### config.mk
export PLATFORM = sky130hd
export DESIGN_NAME = pong_match_ctrl
export DESIGN_NICKNAME = d
export VERILOG_FILES = /design/src/rtl/pong_pkg.sv /design/src/rtl/pong_frame_timer.sv /design/src/rtl/pong_match_ctrl.sv
export SDC_FILE = /design/constraint.sdc
export NUM_CORES = 1
export LEC_CHECK = 0
export ABC_AREA = 1
export CORE_MARGIN = 3
export CORE_UTILIZATION = 50
export CTS_BUF_LIST = sky130_fd_sc_hd__clkbuf_16
export CTS_CLUSTER_SIZE = 8
export DETAILED_ROUTE_END_ITERATION = 6
export HOLD_SLACK_MARGIN = 0.05
export PLACE_DENSITY = 0.86
export SLEW_MARGIN = 20
export SYNTH_ARGS = -nofsm -noshare
export SYNTH_HDL_FRONTEND = slang
export SYNTH_SLANG_ARGS = --single-unit
### constraint.sdc
create_clock -name i_Clk -period 4.75 [get_ports i_Clk]
set_input_delay 0.95 -clock i_Clk [delete_from_list [all_inputs] [get_ports i_Clk]]
set_output_delay 0.95 -clock i_Clk [all_outputs]
set_load 0.005 [all_outputs]
### src/rtl/pong_pkg.sv
// Shared types for the Pong match controller: FSM states, player IDs, serve directions.
// No logic; imported by the controller and its frame timer.
package pong_pkg;

  typedef enum logic [2:0] {
    IDLE,
    SERVE_WAIT,
    RUNNING,
    POINT_P1,
    POINT_P2,
    MATCH_OVER
  } state_t;

  typedef enum logic {
    PLAYER_1 = 1'b0,
    PLAYER_2 = 1'b1
  } player_t;

  localparam logic SERVE_TO_P1 = 1'b0;
  localparam logic SERVE_TO_P2 = 1'b1;

endpackage

### src/rtl/pong_frame_timer.sv
// VSync rising-edge detector plus serve-delay frame counter; done is combinational on the counting tick.
// Latency: done asserts in the cycle the SERVE_FRAMES-th tick is seen; no backpressure, clear holds count at 0.
module pong_frame_timer
  import pong_pkg::*;
#(
  parameter int SERVE_FRAMES = 60
) (
  input  logic i_Clk,
  input  logic i_Rst,
  input  logic i_VSync,
  input  logic clear,
  output logic done
);

  localparam int CNT_W = (SERVE_FRAMES > 1) ? $clog2(SERVE_FRAMES) : 1;
  localparam logic [CNT_W-1:0] LAST_CNT = CNT_W'((SERVE_FRAMES > 0) ? SERVE_FRAMES - 1 : 0);

  logic             vsync_q;
  logic             frame_tick;
  logic [CNT_W-1:0] frame_cnt;

  // Edge history keeps tracking during reset so a level held across reset is not a fresh edge.
  always_ff @(posedge i_Clk) begin
    vsync_q <= i_VSync;
  end

  assign frame_tick = i_VSync & ~vsync_q;

  always_ff @(posedge i_Clk) begin
    if (i_Rst || clear) begin
      frame_cnt <= '0;
    end else if (frame_tick) begin
      frame_cnt <= frame_cnt + 1'b1;
    end
  end

  assign done = (SERVE_FRAMES == 0) || (frame_tick && (frame_cnt == LAST_CNT));

endmodule

### src/rtl/pong_match_ctrl.sv
// Pong match FSM: miss detection, scoring, serve delay, match end with latched winner.
// Latency: miss at N -> o_Game_Active low N+1, o_Point/score N+2; no backpressure, inputs sampled every cycle.
module pong_match_ctrl
  import pong_pkg::*;
#(
  parameter int GAME_WIDTH    = 40,
  parameter int GAME_HEIGHT   = 30,
  parameter int PADDLE_HEIGHT = 6,
  parameter int POS_W         = 6,
  parameter int SCORE_LIMIT   = 9,
  parameter int SCORE_W       = 4,
  parameter int SERVE_FRAMES  = 60,
  parameter int AUTO_SERVE    = 1
) (
  input  logic               i_Clk,
  input  logic               i_Rst,
  input  logic               i_VSync,
  input  logic               i_Game_Start,
  input  logic [POS_W-1:0]   i_Ball_X,
  input  logic [POS_W-1:0]   i_Ball_Y,
  input  logic [POS_W-1:0]   i_Paddle_Y_P1,
  input  logic [POS_W-1:0]   i_Paddle_Y_P2,
  output logic               o_Game_Active,
  output logic [SCORE_W-1:0] o_P1_Score,
  output logic [SCORE_W-1:0] o_P2_Score,
  output logic               o_Serve_Dir,
  output logic               o_Point,
  output logic               o_Match_Over,
  output logic               o_Winner
);

  localparam int CMP_W = POS_W + 1;
  localparam logic [POS_W-1:0]   P2_COL    = POS_W'(GAME_WIDTH - 1);
  localparam logic [CMP_W-1:0]   PAD_SPAN  = CMP_W'(PADDLE_HEIGHT - 1);
  localparam logic [SCORE_W-1:0] WIN_SCORE = SCORE_W'(SCORE_LIMIT);

  if (GAME_WIDTH < 1 || GAME_WIDTH > (1 << POS_W) || GAME_HEIGHT < 1 ||
      GAME_HEIGHT > (1 << POS_W) || SCORE_LIMIT < 1 || SCORE_LIMIT >= (1 << SCORE_W)) begin : g_param_check
    $error("pong_match_ctrl: board or score parameter out of range");
  end

  state_t             state;
  logic               start_q;
  logic               start_edge;
  logic               serve_done;
  logic               miss_p1;
  logic               miss_p2;
  logic [CMP_W-1:0]   ball_y_ext;
  logic [CMP_W-1:0]   p1_top;
  logic [CMP_W-1:0]   p2_top;
  logic [CMP_W-1:0]   p1_bot;
  logic [CMP_W-1:0]   p2_bot;
  logic [SCORE_W-1:0] p1_next;
  logic [SCORE_W-1:0] p2_next;

  always_ff @(posedge i_Clk) begin
    start_q <= i_Game_Start;
  end

  assign start_edge = i_Game_Start & ~start_q;

  pong_frame_timer #(
    .SERVE_FRAMES (SERVE_FRAMES)
  ) u_frame_timer (
    .i_Clk   (i_Clk),
    .i_Rst   (i_Rst),
    .i_VSync (i_VSync),
    .clear   (state != SERVE_WAIT),
    .done    (serve_done)
  );

  // One extra bit so a paddle near the bottom edge never wraps its last row back to the top.
  assign ball_y_ext = {1'b0, i_Ball_Y};
  assign p1_top     = {1'b0, i_Paddle_Y_P1};
  assign p2_top     = {1'b0, i_Paddle_Y_P2};
  assign p1_bot     = p1_top + PAD_SPAN;
  assign p2_bot     = p2_top + PAD_SPAN;

  assign miss_p1 = (i_Ball_X == '0)     && ((ball_y_ext < p1_top) || (ball_y_ext > p1_bot));
  assign miss_p2 = (i_Ball_X == P2_COL) && ((ball_y_ext < p2_top) || (ball_y_ext > p2_bot));

  assign p1_next = o_P1_Score + 1'b1;
  assign p2_next = o_P2_Score + 1'b1;

  always_ff @(posedge i_Clk) begin
    if (i_Rst) begin
      state         <= IDLE;
      o_Game_Active <= 1'b0;
      o_P1_Score    <= '0;
      o_P2_Score    <= '0;
      o_Serve_Dir   <= SERVE_TO_P2;
      o_Point       <= 1'b0;
      o_Match_Over  <= 1'b0;
      o_Winner      <= PLAYER_1;
    end else begin
      o_Point <= 1'b0;
      unique case (state)
        IDLE: begin
          if (start_edge) state <= SERVE_WAIT;
        end
        SERVE_WAIT: begin
          if (serve_done) begin
            state         <= RUNNING;
            o_Game_Active <= 1'b1;
          end
        end
        RUNNING: begin
          // Only reachable together when the board is one column wide; P1's miss wins.
          if (miss_p1) begin
            state         <= POINT_P2;
            o_Game_Active <= 1'b0;
          end else if (miss_p2) begin
            state         <= POINT_P1;
            o_Game_Active <= 1'b0;
          end
        end
        POINT_P1: begin
          o_P1_Score  <= p1_next;
          o_Point     <= 1'b1;
          o_Serve_Dir <= SERVE_TO_P2;
          if (p1_next == WIN_SCORE) begin
            state        <= MATCH_OVER;
            o_Match_Over <= 1'b1;
            o_Winner     <= PLAYER_1;
          end else begin
            state <= (AUTO_SERVE != 0) ? SERVE_WAIT : IDLE;
          end
        end
        POINT_P2: begin
          o_P2_Score  <= p2_next;
          o_Point     <= 1'b1;
          o_Serve_Dir <= SERVE_TO_P1;
          if (p2_next == WIN_SCORE) begin
            state        <= MATCH_OVER;
            o_Match_Over <= 1'b1;
            o_Winner     <= PLAYER_2;
          end else begin
            state <= (AUTO_SERVE != 0) ? SERVE_WAIT : IDLE;
          end
        end
        MATCH_OVER: begin
          if (start_edge) begin
            state        <= SERVE_WAIT;
            o_P1_Score   <= '0;
            o_P2_Score   <= '0;
            o_Match_Over <= 1'b0;
            o_Serve_Dir  <= SERVE_TO_P2;
          end
        end
        default: state <= IDLE;
      endcase
    end
  end

endmodule

==> results of run 1 <==
-- through the flow --
| step | hold WS [ns] | util (%) |
|---|---|---|
| 2_1_floorplan | 0.4526 | - |
| 3_3_place_gp | 0.4517 | 65.48 |
| 3_5_place_dp | 0.4595 | 65.48 |
| 4_1_cts | 0.4737 | 68.25 |
| 5_1_grt | 0.4977 | 68.25 |
| 6_report | 0.4711 | 68.25 |
-- power by group through the flow --
stage | clock network, mW | registers [mW] | logic, mW
global placement | 0 | 0.240 | 0.258
detailed placement | 0 | 0.241 | 0.264
CTS | 0.242 | 0.236 | 0.269
global route | 0.248 | 0.239 | 0.305
floorplan | 0 | 0.240 | 0.185
finish | 0.240 | 0.236 | 0.267
-- cell type report --
class                      instances  share of cell area [%]
timing repair buffer              40                   15.44
inverter                          53                   7.674
multi-input combinational        210                   51.98
tap                               48                   2.317
sequential                        24                   18.53
clock buffer                       3                   2.896
clock inverter                     1                   1.158
-- layout by cell type (no fill, tap or decap), types with 2 or more instances in the layout --
| cell | n |
|---|---|
| nand2_1 | 62 |
| inv_1 | 47 |
| clkdlybuf4s50_1 | 40 |
| ha_1 | 31 |
| dfxtp_1 | 24 |
| nor2_1 | 22 |
| a21oi_1 | 20 |
| nand3_1 | 17 |
| xor2_1 | 11 |
| o21ai_0 | 7 |
| nor2_2 | 7 |
| inv_2 | 6 |
| nand2_2 | 6 |
| xnor2_1 | 4 |
| nor2_4 | 3 |
| nand4_1 | 3 |
| clkbuf_16 | 3 |
| o21bai_1 | 2 |
| nand3_2 | 2 |
| a211oi_1 | 2 |
-- synthesized netlist by cell type --
cell      number
nand3_2        2
nor2_8         1
nand3_1       17
nand2_1       62
clkbuf_1       1
nand4_1        3
o21ai_2        1
inv_1         47
nor2_2         7
nor4_2         1
nand3b_1       1
nor3_1         1
a21oi_2        1
nor2_1        22
nor3_2         1
inv_2          6
xor2_1        11
a211oi_1       2
o21bai_1       2
mux2_2         1
ha_1          31
or2_2          1
a21oi_1       20
nand2_2        6
or2_1          1
o21ai_0        7
nor2_4         3
a211oi_2       1
dfxtp_1       24
xnor2_1        4
-- per-layer routing --
| layer | part of all wire, % | wire (um) | global-route usage, % |
|---|---|---|---|
| met1 | 42 | 1644 | 19.39 |
| met2 | 54 | 2123 | 34.00 |
| met3 | 2.8 | 111 | 1.594 |
| met4 | 1.6 | 65 | 6.170 |
| met5 | 0 | 0 | 0 |
-- cell families (layout without fill, tap and decap cells) --
group	after synthesis	after routing	share of synthesized area (%)
simple gates	129	129	30.62
buf+inv	54	97	9.981
compound gates	34	34	9.611
fa+ha+maj	31	31	19.10
flops	24	24	23.66
xor+xnor	15	15	6.469
mux	1	1	0.5545
-- critical path, stage by stage --
cell and delay, ns:
clkdlybuf4s50_1 0.51, inv_1 0.06, o21ai_0 0.27, nand3_1 0.14, xor2_1 0.16, ha_1 0.31, nand2_1 0.06, nor2_1 0.12
nand3_1 0.08, nand2_1 0.08, inv_1 0.04, nand2_1 0.05, nand2_1 0.06, nand2_1 0.07, nand3_2 0.09, nand2_2 0.08
nand2_1 0.05, nand2_1 0.05, nor2_1 0.04
-- path summary, 6_finish.rpt --
path,startpoint,end,cells after the start
worst max-delay path,i_Paddle_Y_P2[0],state[0],19
worst min-delay path,o_Winner,o_Winner,2
worst max register to register,o_P2_Score[0],state[2],11
worst min register to register,o_Winner,o_Winner,2
-- state kept, by name (all words and copies together) (netlist names) --
signal / cells
o_Game_Active: 1
o_Match_Over: 1
o_P1_Score: 4
o_P2_Score: 4
o_Point: 1
o_Serve_Dir: 1
o_Winner: 1
start_q: 1
state: 3
u_frame_timer.frame_cnt: 6
u_frame_timer.vsync_q: 1
==> run metrics, run 1 <==
CP startpoint kind input pin; largest net degree at the start of global routing 15; DRT Pass-1 Iters 4; total power 743.0 uW; CTS tree built; vias 1,869; Clock Latency Late Sink 0.26 ns; Reg2Reg Setup Slack 3.24 ns; clock share of power 32.3%; Mapped Cells 288; routed length per instance 10.41 um; Max-cap violations 0; area of the multi-input gates 1348 um2; Power Density 286.6 nW/um2; hpwl dp 3271 um; RSZ-0062 raised after global routing no; core box area 3799 um2; routability congestion estimate 0.7840; final worst-path cycle share 65.19%; PostCTS Resize Cnt 0; antenna viol nets, final 0; skew final 0.004623 ns; Tmin final 3.096 ns; hold_buf cts 0; DR vias/cell 4.931; first-pass GRT wire length 7231 um; Sink Count 24; crit path capture type register; synth top area cells dfxtp_1 (24%), ha_1 (19%), nand2_1 (11%), inv_1 (8.7%), a21oi_1 (4.9%); n_diodes 0; worst hold path class register to register; die footprint 4862 um2; Yosys warnings 0; part of the power in registers 31.8%; final slew viol count 0; Mean Syn Cell Area 7.051 um2; internal power 502.7 uW; fin nets 391; initial antenna violation count 0; GRT Total Usage 17.46%; clock-pin slew reported for the worst setup and hold paths after clock tree synthesis 0.06 ns; fillers 328; WP data required 4.91 ns; share of the synthesized area in the top cell type 23.66%; Synth area leader dfxtp_1; status finished clean; Ports 41; drt total wl 3945 um; Setup WS pre-CTS 1.380 ns; fmax 323.0 MHz; Synth-to-Final Area Change 27.66%; H-tree level count 1; DRC viols 0; Num CTS Buffers 3; Placement Cell Area 2487 um2; Die Y 69.73 um; Slew @ Worst Pin 0.5703 ns; layout cells sized above 1 10.88%; Peak VDD IR 0.1465 mV; sw frac 32.34%; top fanout value on the critical path 3; Syn Nets 347; Initial Util 53.46%; WS Path Type input pin to register; Logic pwr share 35.9%; sequential area share after synthesis 23.66%; synthesized area 2031 um2; crit path DAT 3.25 ns; IO buf count 40; num rows 22; number of global-route vias before repair 1,818; #FFs+latches synth 24; post-route setup TNS 0 ns; Starting DRT DRC Count 50; final instance area 2592 um2; Root Driver clkbuf_16; setup bufs post-CTS 0; Hold Vio Cnt, Final 0; Clock Path Buffers 2; FF+latch area 480.5 um2; Die X 69.73 um; final setup margin 1.654 ns; Netlist cell types 30; Final Setup Violations 0; post-route insts no fill 379; sw power 240.2 uW; GRT overflow 0; Placed Cells 375; Worst slew margin 61.86%; Leakage 1.277 nW
Note: power is estimated with default switching activity, not from simulation.
==> inputs of run 2 (changes only) <==
==> constraint.sdc (replaced) <==
create_clock -name i_Clk -period 3 [get_ports i_Clk]
set_input_delay 0.6 -clock i_Clk [delete_from_list [all_inputs] [get_ports i_Clk]]
set_output_delay 0.6 -clock i_Clk [all_outputs]
set_load 0.005 [all_outputs]
==> run metrics, run 2 (synthesis results as in run 1) <==
crit path DAT 2.85 ns; GRT overflow 0; Worst Hold Depth 2; most flop-heavy register u_frame_timer.frame_cnt; H-tree level count 1; critical path's most frequent cell nand2_1; number of global-route vias before repair 1,785; critical hold path startpoint o_Serve_Dir; Clock Path Buffers 2; n_diodes 0; Tmin final 2.692 ns; num rows 22; Num CTS Buffers 3; DR vias/cell 4.882; Placement Cell Area 2495 um2; Initial Util 53.46%; Sink Count 24; Max-cap violations 0; GRT Total Usage 17.33%; R2R depth 10; total power 1.093 mW; first-pass GRT wire length 7141 um; CP startpoint kind input pin; Hold Vio Cnt, Final 0; Peak VDD IR 0.2452 mV; commonest non-fill, non-tap cell in the layout nand2_1; routability congestion estimate 0.8154; die footprint 4862 um2; vias 1,855; hpwl dp 3373 um; Die Y 69.73 um; WS Path Type input pin to register; PostCTS Resize Cnt 0; reg2reg end o_Winner; CTS tree built; final slew viol count 0; clock-pin slew reported for the worst setup and hold paths after clock tree synthesis 0.06 ns; final instance area 2574 um2; DRT Pass-1 Iters 4; RSZ-0062 raised after global routing no; Worst slew margin 63.79%; fin nets 392; antenna viol nets, final 0; commonest non-fill, non-tap cells in the layout nand2_1 (62), inv_1 (47), clkdlybuf4s50_1 (40); Die X 69.73 um; Crit path buffers/inverters 3; initial antenna violation count 0; fillers 293; status finished clean; hold_buf cts 0; largest net degree at the start of global routing 14; hold_ws 0.4672 ns; CP max stage delay 0.53 ns; DRC viols 0; Regs by FF count u_frame_timer.frame_cnt (6), o_P1_Score (4), o_P2_Score (4); crit path capture type register; layout cells sized above 1 10.84%; Power Density 424.6 nW/um2; Final Setup Violations 0; Leakage 1.269 nW; Ports 41; max reg flops 6; CP Launch Point i_Paddle_Y_P1[0]; final core occ 67.75%; skew final 0.002013 ns; Reg2Reg Setup Slack 1.49 ns; crit path max-delay cell type clkdlybuf4s50_1; crit path cell chain clkdlybuf4s50_1 -> ha_1 -> inv_1 -> nand2_1 -> nand2_1 -> xor2_1 -> ha_1 -> nand2_1 -> nor2_1 -> nand2_1 -> nand2_1 -> inv_1 -> nand2_1 -> nand2_1 -> nand2_1 -> nand3_2 -> nand2_2 -> nand2_1 -> nand2_1 -> nor2_1; worst hold path class register to register; Critical R2R Launch o_P2_Score[0]; fmax 371.4 MHz; top fanout value on the critical path 4; IO buf count 40; final worst-path cycle share 89.75%; routed length per instance 10.64 um; core box area 3799 um2; Starting DRT DRC Count 139; setup bufs post-CTS 0; Root Driver clkbuf_16; Synth-to-Final Area Change 26.74%; Slew @ Worst Pin 0.5414 ns; drt total wl 4043 um; worst hold path endpoint o_Serve_Dir; Clock Latency Late Sink 0.26 ns; WP data required 3.16 ns; Top delay family on crit path simple AND/OR/NAND/NOR gates
-- run 2: cell type report --
class                   instances  area [um2]  area share (%)
well taps                      48       60.06           2.333
repair buffers                 41       407.9           15.85
clock inverters                 1       3.754          0.1458
clock buffers                   3       75.07           2.917
inverters                      53       198.9           7.730
multi-input cells             210        1348           52.36
flip-flops and latches         24       480.5           18.67
-- run 2: worst max-delay path by stage --
stage | end | slack, ns | depth (start not counted)
6_report | state[0] | 0.31 | 20
5_1_grt | state[0] | 0.06 | 20
4_1_cts | state[0] | 0.22 | 19
3_5_place_dp | state[0] | -0.04 | 19
3_3_place_gp | state[0] | 0.03 | 19
2_1_floorplan | state[0] | 0.71 | 18
-- run 2: layer usage --
layer	vias up	track usage (%)	wire (um)
li1	1001	-	-
met1	818	19.54	1793
met2	31	32.42	2068
met3	5	1.594	109
met4	0	8.085	71
met5	-	0	0
-- run 2: worst min-delay path: cells and delay by family, from the launching register on --
kind | cells | cell delay (ns)
DFF | 1 | 0.33
and+or+nand+nor | 2 | 0.11
-- run 2: power by group --
group | internal, mW | switching (mW)
registers | 0.349 | 0.0260
clock network | 0.178 | 0.110
logic | 0.183 | 0.246
total | 0.710 | 0.383
-- run 2: through the flow --
step | TNS (ns) | instances | setup WS [ns]
floorplan | 0 | 288 | 0.7088
global placement | 0 | 376 | 0.03314
detailed placement | -0.04047 | 376 | -0.04047
CTS | 0 | 380 | 0.2162
global route | 0 | 380 | 0.06255
finish | 0 | 380 | 0.3076
